$ cat src/rtl/ob_writeback_if.sv
// Bundle between the masker/output-select stage, the A/M RAMs and the write-back stage.
// The write-back stage takes the slave side; the master side drives results and RAM read data.
interface ob_writeback_if #(
    parameter int AW = 10,
    parameter int MW = 5
);
    logic [31:0]   ob;
    logic          state_write;
    logic          stall;
    logic          dest_a;
    logic          dest_m;
    logic [AW-1:0] adest;
    logic [MW-1:0] mdest;
    logic [AW-1:0] aadr;
    logic [MW-1:0] madr;
    logic [31:0]   amem_raw;
    logic [31:0]   mmem_raw;
    logic [31:0]   a_out;
    logic [31:0]   m_out;
    logic          amem_we;
    logic [AW-1:0] amem_wadr;
    logic [31:0]   amem_wdata;
    logic          mmem_we;
    logic [MW-1:0] mmem_wadr;
    logic [31:0]   mmem_wdata;

    modport slave (
        input  ob, state_write, stall, dest_a, dest_m, adest, mdest,
               aadr, madr, amem_raw, mmem_raw,
        output a_out, m_out, amem_we, amem_wadr, amem_wdata,
               mmem_we, mmem_wadr, mmem_wdata
    );

    modport master (
        output ob, state_write, stall, dest_a, dest_m, adest, mdest,
               aadr, madr, amem_raw, mmem_raw,
        input  a_out, m_out, amem_we, amem_wadr, amem_wdata,
               mmem_we, mmem_wadr, mmem_wdata
    );
endinterface

$ cat src/rtl/ob_writeback.sv
// OB write-back latch: holds one microcycle's result, writes A/M RAM at the next capture,
// and bypasses the pending value to the A/M operand reads meanwhile.
module ob_writeback #(
    parameter int AW = 10,
    parameter int MW = 5
) (
    input  logic           clk,
    input  logic           reset,
    ob_writeback_if.slave  wb
);
    logic [31:0]   wb_data_q,  wb_data_d;
    logic [AW-1:0] wb_aadr_q,  wb_aadr_d;
    logic [MW-1:0] wb_madr_q,  wb_madr_d;
    logic          a_pend_q,   a_pend_d;
    logic          m_pend_q,   m_pend_d;
    logic          capture;

    assign capture = wb.state_write & ~wb.stall;

    // An M-only destination also lands in A at the zero-extended M address.
    always_comb begin
        wb_data_d = wb_data_q;
        wb_aadr_d = wb_aadr_q;
        wb_madr_d = wb_madr_q;
        a_pend_d  = a_pend_q;
        m_pend_d  = m_pend_q;
        if (capture) begin
            wb_data_d = wb.ob;
            wb_aadr_d = wb.dest_a ? wb.adest : AW'(wb.mdest);
            wb_madr_d = wb.mdest;
            a_pend_d  = wb.dest_a | wb.dest_m;
            m_pend_d  = wb.dest_m;
        end
    end

    always_ff @(posedge clk or posedge reset) begin
        if (reset) begin
            wb_data_q <= '0;
            wb_aadr_q <= '0;
            wb_madr_q <= '0;
            a_pend_q  <= 1'b0;
            m_pend_q  <= 1'b0;
        end else begin
            wb_data_q <= wb_data_d;
            wb_aadr_q <= wb_aadr_d;
            wb_madr_q <= wb_madr_d;
            a_pend_q  <= a_pend_d;
            m_pend_q  <= m_pend_d;
        end
    end

    // The RAM write retires on the same edge that loads the next result.
    assign wb.amem_we    = a_pend_q & capture;
    assign wb.amem_wadr  = wb_aadr_q;
    assign wb.amem_wdata = wb_data_q;
    assign wb.mmem_we    = m_pend_q & capture;
    assign wb.mmem_wadr  = wb_madr_q;
    assign wb.mmem_wdata = wb_data_q;

    assign wb.a_out = (a_pend_q && (wb_aadr_q == wb.aadr)) ? wb_data_q : wb.amem_raw;
    assign wb.m_out = (m_pend_q && (wb_madr_q == wb.madr)) ? wb_data_q : wb.mmem_raw;
endmodule

$ cat src/flat_wrapper.sv
// flat-port wrapper written by rule: the top's interface ports become plain ports
module ob_writeback_flat 
#(
    parameter int AW = 10,
    parameter int MW = 5
)
  (clk, reset, wb_ob, wb_state_write, wb_stall, wb_dest_a, wb_dest_m, wb_adest, wb_mdest, wb_aadr, wb_madr, wb_amem_raw, wb_mmem_raw, wb_a_out, wb_m_out, wb_amem_we, wb_amem_wadr, wb_amem_wdata, wb_mmem_we, wb_mmem_wadr, wb_mmem_wdata);
  ob_writeback_if #(.AW(AW), .MW(MW)) wb_i ();
  input  logic clk;
  input  logic reset;
  input wire logic [$bits(wb_i.ob)-1:0] wb_ob;
  input wire logic [$bits(wb_i.state_write)-1:0] wb_state_write;
  input wire logic [$bits(wb_i.stall)-1:0] wb_stall;
  input wire logic [$bits(wb_i.dest_a)-1:0] wb_dest_a;
  input wire logic [$bits(wb_i.dest_m)-1:0] wb_dest_m;
  input wire logic [$bits(wb_i.adest)-1:0] wb_adest;
  input wire logic [$bits(wb_i.mdest)-1:0] wb_mdest;
  input wire logic [$bits(wb_i.aadr)-1:0] wb_aadr;
  input wire logic [$bits(wb_i.madr)-1:0] wb_madr;
  input wire logic [$bits(wb_i.amem_raw)-1:0] wb_amem_raw;
  input wire logic [$bits(wb_i.mmem_raw)-1:0] wb_mmem_raw;
  output wire logic [$bits(wb_i.a_out)-1:0] wb_a_out;
  output wire logic [$bits(wb_i.m_out)-1:0] wb_m_out;
  output wire logic [$bits(wb_i.amem_we)-1:0] wb_amem_we;
  output wire logic [$bits(wb_i.amem_wadr)-1:0] wb_amem_wadr;
  output wire logic [$bits(wb_i.amem_wdata)-1:0] wb_amem_wdata;
  output wire logic [$bits(wb_i.mmem_we)-1:0] wb_mmem_we;
  output wire logic [$bits(wb_i.mmem_wadr)-1:0] wb_mmem_wadr;
  output wire logic [$bits(wb_i.mmem_wdata)-1:0] wb_mmem_wdata;
  assign wb_i.ob = wb_ob;
  assign wb_i.state_write = wb_state_write;
  assign wb_i.stall = wb_stall;
  assign wb_i.dest_a = wb_dest_a;
  assign wb_i.dest_m = wb_dest_m;
  assign wb_i.adest = wb_adest;
  assign wb_i.mdest = wb_mdest;
  assign wb_i.aadr = wb_aadr;
  assign wb_i.madr = wb_madr;
  assign wb_i.amem_raw = wb_amem_raw;
  assign wb_i.mmem_raw = wb_mmem_raw;
  assign wb_a_out = wb_i.a_out;
  assign wb_m_out = wb_i.m_out;
  assign wb_amem_we = wb_i.amem_we;
  assign wb_amem_wadr = wb_i.amem_wadr;
  assign wb_amem_wdata = wb_i.amem_wdata;
  assign wb_mmem_we = wb_i.mmem_we;
  assign wb_mmem_wadr = wb_i.mmem_wadr;
  assign wb_mmem_wdata = wb_i.mmem_wdata;
  ob_writeback #(.AW(AW), .MW(MW)) u_core (.clk(clk), .reset(reset), .wb(wb_i));
endmodule
$ cat config.mk
export PLATFORM = sky130hd
export DESIGN_NAME = ob_writeback_flat
export DESIGN_NICKNAME = d
export VERILOG_FILES = /design/src/rtl/ob_writeback_if.sv /design/src/rtl/ob_writeback.sv /design/src/flat_wrapper.sv
export SDC_FILE = /design/constraint.sdc
export NUM_CORES = 1
export LEC_CHECK = 0
export ABC_AREA = 1
export CORE_ASPECT_RATIO = 0.8
export CORE_MARGIN = 2
export CORE_UTILIZATION = 34
export DETAILED_ROUTE_END_ITERATION = 6
export PLACE_DENSITY = 0.79
export SYNTH_ARGS = -nofsm -noshare
export SYNTH_HDL_FRONTEND = slang
export SYNTH_SLANG_ARGS = --single-unit
export TNS_END_PERCENT = 20
$ cat constraint.sdc
create_clock -name clk -period 1.75 [get_ports clk]
set_input_delay 0.2625 -clock clk [delete_from_list [all_inputs] [get_ports clk]]
set_output_delay 0.2625 -clock clk [all_outputs]
set_load 0.02 [all_outputs]
==> results.md, run 1 <==
- Fin crit period: 2.09 ns
- Fin. max-slew vios: 0
- Initial antenna violation count: 0
- CP endpoint kind: output port
- Area Growth Syn to Fin: 109%
- Worst Path Required: 1.49 ns
- Worst setup path endpoint: wb_a_out[6]
- CTS Hold Buffers Added: 0
- H-tree depth: 2
- # setup viols final: 64
- Global-route met1 utilization: 29.8%
- Cell taking the most area after synthesis: dfrtp_1
- Cell Area, Synth: 0.00348 mm2
- TritonCTS clock tree: yes
- GRT met2 Usage: 44.8%
- I/O Pins: 277
- Final design utilization: 71.9%
- Layout cell share with drive strength beyond 1: 30.6%
- DP Wirelength: 10,900 um
- Detailed Route Iter0 Violations: 184
- Crit share post-route: 120%
- Ys flop type: dfrtp_1
- Antenna Nets Post-Route: 0
- Fin Clk Skew: 0 ns
- Startpoint Class: input pin
- Count leader, synth: nand2_1
- Final instance area: 0.00728 mm2
- Post-synth EDFFs: 0
- Cts bufs inserted: 5
- Vias: 4,682
- Post-route DRC: 0
- Final hold viol count: 0
- Power Total: 5.04 mW
- Placed inst area: 0.00637 mm2
- Clk sinks: 49
- Die height: 94.6 um
- Clk buf depth: 2
- Total Wirelength: 16,600 um
- Worst skew pair latency: 0.28 ns
- Core region area: 0.0101 mm2
- Clock transition at path regs: 0.07 ns
- Via density: 4.94
- Worst setup path start: wb_aadr[4]
- Pwr/cell area: 693 mW/mm2
- Met3 usage: 5.58%
- Fin Setup TNS: -17.49 ns
- Mapped Cells: 527
- Wire length per cell: 17.6 um
- Largest net degree at the start of global routing: 55
- Worst-Margin Slew: 0.560 ns
- Tot GR Track Use: 25.2%
- Crit path kind: input pin to output port
- Setup ws final: -0.341 ns
- Synth top area share: 35.2%
- Largest cells by area after synthesis: dfrtp_1, nand2_1, buf_4, nand4_1, nand3_1
- RR Startpoint: u_core.wb.amem_wadr[2]
- Worst Reg-to-Reg Cells: 4
- RSZ-0062 raised after global routing: true
- Sequential share of the synthesized area: 35.2%
- Failing checks: setup timing
- First-pass GRT wire length: 21,700 um
- Area of the multi-input gates: 0.00206 mm2
- Worst-path fanout max: 12
- Critical Path AT: 1.83 ns
- Register area: 0.00123 mm2
- F_max: 478 MHz
- #FFs+latches synth: 49
- FF-to-FF setup slack: 0.84 ns
- Nets: 938
- Synth Area per Inst: 6.61 um2
- Antenna cells: 0
- Crit Reg-Reg Endpoint: u_core.wb.amem_wadr[2]
- Async SR Flop Fraction: 100%
- DRT Pass-1 Iters: 5
- Distinct cells, synth: 26
- Top cells by count, synth: nand2_1, dfrtp_1, nand3_1
- Die W: 117 um
- Die area: 0.0111 mm2
- Clock Tree Root: clkbuf_16
- Gr ovfl total: 0
- PortBufs: 276
- GPL Wtd Cong: 0.877
- Peak supply drop: 0.471 mV
- Status: finished, violations left
- Total of max-cap violations: 0
- Busiest metal layer after global routing: met2
- Vias in the first global route: 4,384
- Initial core utilization: 34.4%
- Worst hold path type: input pin to asynchronous set/reset pin
- Slew HR: 62.6%
- Yosys warning total: 0
- Post-synthesis net count: 659
- Fill count: 752
- Row count: 33
- Leakage: 3.51 nW
==> routing by layer <==
metal / part of all wire, % / vias to the layer above
li1: - / 2190
met1: 37 / 2188
met2: 51 / 264
met3: 8.9 / 40
met4: 3.1 / 0
met5: 0 / -
==> critical path: stages <==
cell and delay [ns]:
clkdlybuf4s50_1 0.45, xor2_2 0.21, nor2_4 0.13, buf_6 0.12, nand3_4 0.14, clkbuf_16 0.22, nand2_1 0.07, nand2_1 0.07
buf_6 0.13
==> area by class of cell <==
type,count,area share (%)
Clock inverter,2,0.516
Clock buffer,6,1.91
Timing Repair Buffer,335,48.3
Sequential cell,49,16.9
Tap cell,140,2.41
Inverter,32,1.65
Multi-Input combinational cell,383,28.3
==> registers in the layout (all words and copies together), names as in the netlist <==
signal / cells
u_core.wb.amem_wdata: 32
u_core.wb.mmem_wadr: 5
u_core.m_pend_q: 1
u_core.wb.amem_wadr: 10
u_core.a_pend_q: 1
==> cell families after synthesis <==
| family | count (synthesis) | share of synthesized area (%) |
|---|---|---|
| flip-flops | 49 | 35.2 |
| AO/OA/AOI/OAI | 27 | 4.02 |
| XOR/XNOR | 3 | 0.754 |
| AND/OR/NAND/NOR | 353 | 43.9 |
| buffers and inverters | 95 | 16.2 |
==> where the power goes <==
group	switching (mW)	total, mW	internal (mW)
sequential	0.215	1.49	1.27
combinational	1.21	2.42	1.22
clock	0.417	1.13	0.714
total	1.84	5.04	3.21
==> cells in the final DEF (no fill, tap or decap), types with 2 or more instances in the layout <==
master / count
o21ai_1: 3
dfrtp_1: 49
inv_1: 24
clkbuf_16: 11
nand2_4: 8
a21oi_1: 5
o21ai_0: 15
buf_6: 62
nor2_2: 7
nand2_2: 59
dlymetal6s2s_1: 2
clkdlybuf4s50_1: 197
nand3_2: 19
nand2_1: 195
nor2_4: 3
dlygate4sd2_1: 10
nand3_1: 16
buf_12: 10
buf_2: 2
nand4_1: 32
nor2_1: 8
inv_2: 8
o22ai_1: 2
buf_4: 44
nand3_4: 5
==> worst min path at each step <==
| stage | startpoint | end | slack (ns) | depth (start not counted) |
|---|---|---|---|---|
| 5_1_grt | reset | u_core.wb.amem_wadr[5] | 0.37 | 3 |
| 4_1_cts | reset | u_core.wb.amem_wadr[9] | 0.35 | 3 |
| 3_5_place_dp | u_core.m_pend_q | u_core.m_pend_q | 0.54 | 2 |
| 2_1_floorplan | wb_ob[3] | u_core.wb.amem_wdata[3] | 0.38 | 2 |
| 6_report | reset | u_core.wb.amem_wadr[5] | 0.33 | 3 |
| 3_3_place_gp | u_core.m_pend_q | u_core.m_pend_q | 0.53 | 2 |
==> through the flow <==
| stage | setup slack (ns) | hold slack (ns) | std cells |
|---|---|---|---|
| final | -0.341 | 0.326 | 947 |
| after global routing | -0.438 | 0.367 | 947 |
| after CTS | -0.348 | 0.345 | 934 |
| after detailed placement | -0.785 | 0.541 | 917 |
| after global placement | -0.751 | 0.528 | 917 |
| after floorplan | 0.136 | 0.379 | 527 |
==> what timing repair did <==
item                       in CTS  in global routing
gates cloned                    1                  6
pin swaps                      10                 33
gates resized for setup       357                144
setup endpoints to repair      66                 66
hold endpoints to repair        0                  0
setup buffers                   8                  7
(Power assumes the default switching activity.)
==> inputs of run 2 (changes only) <==
Settings changed: SKIP_CTS_REPAIR_TIMING from default to 1.
==> run 2 against run 1 <==
Against the previous run: the flow still finishes with violations (setup timing); critical path depth rose by 2; sequential power barely moved; register-to-register slack barely moved; maximum frequency rose by 1.3%; clock-buffer cell count did not move; non-clock buffer count fell by 11; total power fell by 3.6%; first-iteration DRC count fell by 13%; worst hold slack got worse by 0.0050 ns; sequential share of layout area rose by 1.5 points; final cell count fell by 1.2%; sequential cell count did not move; critical path type is now flip-flop to output port; critical endpoint is now wb_a_out[30]; highest routed layer unchanged.
==> results.md, run 2 (synthesis results as in run 1) <==
- Worst hold path type: input pin to asynchronous set/reset pin
- Antenna cells: 0
- DP Wirelength: 10,900 um
- Detailed Route Iter0 Violations: 160
- Core region area: 0.0101 mm2
- Fin Clk Skew: 0 ns
- Total of max-cap violations: 0
- Worst skew pair latency: 0.28 ns
- Die area: 0.0111 mm2
- Slew HR: 63.4%
- Fin crit period: 2.06 ns
- Antenna Nets Post-Route: 0
- TritonCTS clock tree: yes
- Post-route DRC: 0
- DRT Pass-1 Iters: 4
- F_max: 484 MHz
- Gr ovfl total: 0
- Critical Path AT: 1.80 ns
- Crit path kind: flip-flop to output port
- Total Wirelength: 14,900 um
- Fin. max-slew vios: 0
- Layout cell share with drive strength beyond 1: 22.7%
- Worst-path fanout max: 25
- Vias: 4,539
- Commonest cells after routing, fill and taps aside: nand2_1, clkdlybuf4s50_1, buf_4
- PortBufs: 276
- Row count: 33
- Die height: 94.6 um
- Fin Setup TNS: -15.92 ns
- Clock transition at path regs: 0.07 ns
- Fill count: 855
- Area Growth Syn to Fin: 92.1%
- First-pass GRT wire length: 21,000 um
- Power Internal: 3.11 mW
- Clk buf depth: 2
- Final hold viol count: 0
- Crit share post-route: 118%
- Worst-Margin Slew: 0.549 ns
- Nets: 927
- H-tree depth: 2
- FF-to-FF setup slack: 0.85 ns
- Seq pwr share: 30.4%
- CP endpoint kind: output port
- Initial core utilization: 34.4%
- Clock Tree Root: clkbuf_16
- Clk sinks: 49
- Vias in the first global route: 4,264
- Switching part of the total: 36.2%
- Via density: 4.85
- Peak supply drop: 0.435 mV
- Leakage: 3.42 nW
- Tot GR Track Use: 24.4%
- Failing checks: setup timing
- I/O Pins: 277
- # setup viols final: 64
- Worst Path Required: 1.49 ns
- Status: finished, violations left
- Max reg flops: 32
- GPL Wtd Cong: 0.877
- Commonest non-fill, non-tap cell in the layout: nand2_1
- Die W: 117 um
- Sw power: 1.76 mW
- RSZ-0062 raised after global routing: true
- Minimum hold slack: 0.321 ns
- Clock share of power: 23.2%
- Startpoint Class: flip-flop
- Cts bufs inserted: 5
- Wire length per cell: 15.9 um
- Setup ws final: -0.315 ns
- Initial antenna violation count: 0
- Comb power frac: 46.4%
- Largest net degree at the start of global routing: 55
- Pwr/cell area: 726 mW/mm2
[run 2: cell types whose count changed in the layout (fill, tap and decap cells not counted), moves of 12 or more]
| cell | before | now |
|---|---|---|
| nand3_2 | 19 | 4 |
| buf_6 | 62 | 21 |
| buf_4 | 44 | 56 |
| buf_2 | 2 | 21 |
| nand2_1 | 195 | 233 |
| nand2_2 | 59 | 27 |
| nand3_1 | 16 | 33 |
[run 2: layer usage]
metal	wire length, um	track usage [%]	vias to the layer above
met5	0	0	-
met4	477	8.63	0
met3	1170	5.13	35
met2	7500	43.6	221
met1	5700	28.9	2119
li1	-	-	2164
[run 2: final cells by class]
type / instances / area, um2 / share of cell area (%)
Clock inverter: 2 / 37.5 / 0.561
Clock buffer: 6 / 139 / 2.07
Inverter: 32 / 120 / 1.79
Tap cell: 140 / 175 / 2.62
Sequential cell: 49 / 1230 / 18.3
Timing Repair Buffer: 324 / 3150 / 47.1
Multi-Input combinational cell: 383 / 1840 / 27.5
[run 2: critical path, stage by stage (launching register included)]
cell and delay, ns:
dfrtp_1 0.41, inv_2 0.08, nand2_2 0.05, nand2_2 0.05, nand2_2 0.06, nor2_4 0.15, buf_6 0.13, nand3_4 0.09
buf_12 0.18, nand2_1 0.09, nand2_1 0.05, buf_2 0.15
[run 2: worst paths after layout]
path                                         from                       end  depth (start not counted)
setup / recovery           u_core.wb.amem_wadr[1]              wb_a_out[30]                         11
hold / removal                              reset    u_core.wb.amem_wadr[5]                          3
setup reg to reg           u_core.wb.amem_wadr[1]    u_core.wb.amem_wadr[1]                          4
hold reg to reg                   u_core.m_pend_q           u_core.m_pend_q                          2
max in group asynchronous                   reset    u_core.wb.amem_wadr[4]                          3
min in group clk                        wb_ob[25]  u_core.wb.amem_wdata[25]                          3
[run 2: power groups by stage]
stage	clock network (mW)	registers (mW)	logic, mW
3_3_place_gp	0	1.48	2.16
4_1_cts	1.16	1.47	2.20
3_5_place_dp	0	1.48	2.19
6_report	1.13	1.48	2.26
5_1_grt	1.21	1.50	2.40
2_1_floorplan	0	1.60	0.908
[run 2: metrics by stage]
stage	cell area (um2)	instances	power [mW]	setup WS [ns]	utilization [%]
finish	6700	936	4.86	-0.315	66.2
global route	6700	936	5.11	-0.411	66.2
CTS	6550	925	4.82	-0.796	64.8
detailed placement	6370	917	3.68	-0.785	63.0
global placement	6370	917	3.64	-0.751	63.0
floorplan	3480	527	2.51	0.136	-
==> inputs of run 3 (changes only) <==
Settings changed: TNS_END_PERCENT 20 to default.
==> run 3 against run 2 <==
Against the previous run: the flow still finishes with violations (setup timing); wire length grew 9.2%; clock skew is the same; setup slack lost 0.0093 ns; final area grew 8.9%; global-route usage is the same; combinational power grew 9.7%; largest power group unchanged.
==> results.md, run 3 (synthesis results as in run 1) <==
- Worst Reg-to-Reg Cells: 4
- FF-to-FF setup slack: 0.85 ns
- Layout cell share with drive strength beyond 1: 31.8%
- Crit path kind: flip-flop to output port
- H-tree depth: 2
- Post-route DRC: 0
- Worst-Margin Slew: 0.572 ns
- Busiest metal layer after global routing: met2
- GRT met2 Usage: 43.6%
- DRT Pass-1 Iters: 4
- DP Wirelength: 10,900 um
- Core region area: 0.0101 mm2
- Max reg flops: 32
- Clk sinks: 49
- Row count: 33
- Gr ovfl total: 0
- Vias: 4,695
- Total of max-cap violations: 0
- Slew HR: 61.9%
- PortBufs: 276
- Tot GR Track Use: 24.4%
- Setup WS pre-CTS: -0.785 ns
- Clk buf depth: 2
- Antenna cells: 0
- Die W: 117 um
- GPL Wtd Cong: 0.877
- Fin Clk Skew: 0 ns
- Commonest non-fill, non-tap cell in the layout: clkdlybuf4s50_1
- Failing checks: setup timing
- Pwr/cell area: 699 mW/mm2
- Worst setup path start: u_core.wb.amem_wadr[1]
- Wire length per cell: 17.1 um
- Worst Path Required: 1.49 ns
- Leakage: 3.61 nW
- Initial antenna violation count: 0
- Status: finished, violations left
- Area Growth Syn to Fin: 109%
- Detailed Route Iter0 Violations: 164
- Die area: 0.0111 mm2
- Global-route met1 utilization: 28.9%
- Clock transition at path regs: 0.07 ns
- RSZ-0062 raised after global routing: true
- Setup ws final: -0.324 ns
- # setup viols final: 64
- F_max: 482 MHz
- Nets: 937
- I/O Pins: 277
- Vias in the first global route: 4,264
- Startpoint Class: flip-flop
- Crit Reg-Reg Endpoint: u_core.wb.amem_wadr[2]
- TritonCTS clock tree: yes
- First-pass GRT wire length: 21,000 um
- Via density: 4.96
- CP endpoint kind: output port
- Final hold viol count: 0
- Fill count: 749
- Initial core utilization: 34.4%
- Peak supply drop: 0.448 mV
- RR Startpoint: u_core.wb.amem_wadr[2]
- Cts bufs inserted: 5
- Worst hold path type: input pin to asynchronous set/reset pin
- Total Wirelength: 16,200 um
- Commonest cells after routing, fill and taps aside: clkdlybuf4s50_1, nand2_1, nand2_2
- Worst skew pair latency: 0.28 ns
- Met3 usage: 5.13%
- Critical Path AT: 1.81 ns
- Fin. max-slew vios: 0
- Fin crit period: 2.07 ns
- Antenna Nets Post-Route: 0
- Final design utilization: 72.1%
- Worst-path fanout max: 25
- Crit share post-route: 119%
- Largest net degree at the start of global routing: 55
- Clock Tree Root: clkbuf_16
- Die height: 94.6 um
-- run 3: cell count changes in the layout (fill, tap and decap cells not counted), sizes merged --
cell           change
buf               +12
clkbuf             -1
clkdlybuf4s50      -4
dlymetal6s2s       +3
-- run 3: layout make-up --
class	count	area [um2]	share of cell area, %
multi-input cells	383	2150	29.5
inverters	32	120	1.65
clock buffers	6	139	1.90
repair buffers	334	3440	47.2
flip-flops and latches	49	1230	16.8
well taps	140	175	2.40
clock inverters	2	37.5	0.515
-- run 3: power by group --
part	internal (mW)	switching [mW]	total (mW)
Sequential	1.27	0.208	1.48
Combinational	1.25	1.24	2.48
Clock	0.714	0.418	1.13
Total	3.23	1.86	5.10
-- run 3: worst max path at each step --
stage | end | slack, ns | depth (start not counted)
finish | wb_a_out[21] | -0.32 | 11
floorplan | wb_a_out[10] | 0.14 | 9
global placement | wb_a_out[0] | -0.75 | 11
detailed placement | wb_a_out[16] | -0.78 | 9
global route | wb_a_out[3] | -0.42 | 11
CTS | wb_a_out[16] | -0.80 | 9
-- run 3: worst max-delay path, cell delays in order, from the launching register on --
cell and delay [ns]:
dfrtp_1 0.41, inv_2 0.08, nand2_2 0.05, nand2_2 0.06, nand2_2 0.06, nor2_4 0.15
buf_6 0.13, nand3_4 0.09, buf_12 0.18, nand2_1 0.09, nand2_1 0.06, clkbuf_2 0.15
-- run 3: layer usage --
layer,wire length (um),up-vias
met1,6170,2225
met4,483,0
li1,-,2193
met3,1230,38
met2,8330,239
met5,0,-
-- run 3: per-stage QoR --
step	area (um2)	hold slack, ns	cells	power (mW)	setup TNS (ns)
detailed placement	6370	0.541	917	3.68	-45.18
global placement	6370	0.528	917	3.64	-43.40
floorplan	3480	0.379	527	2.51	0
finish	7290	0.324	946	5.10	-16.45
global route	7290	0.362	946	5.34	-21.11
CTS	6550	0.345	925	4.82	-45.12
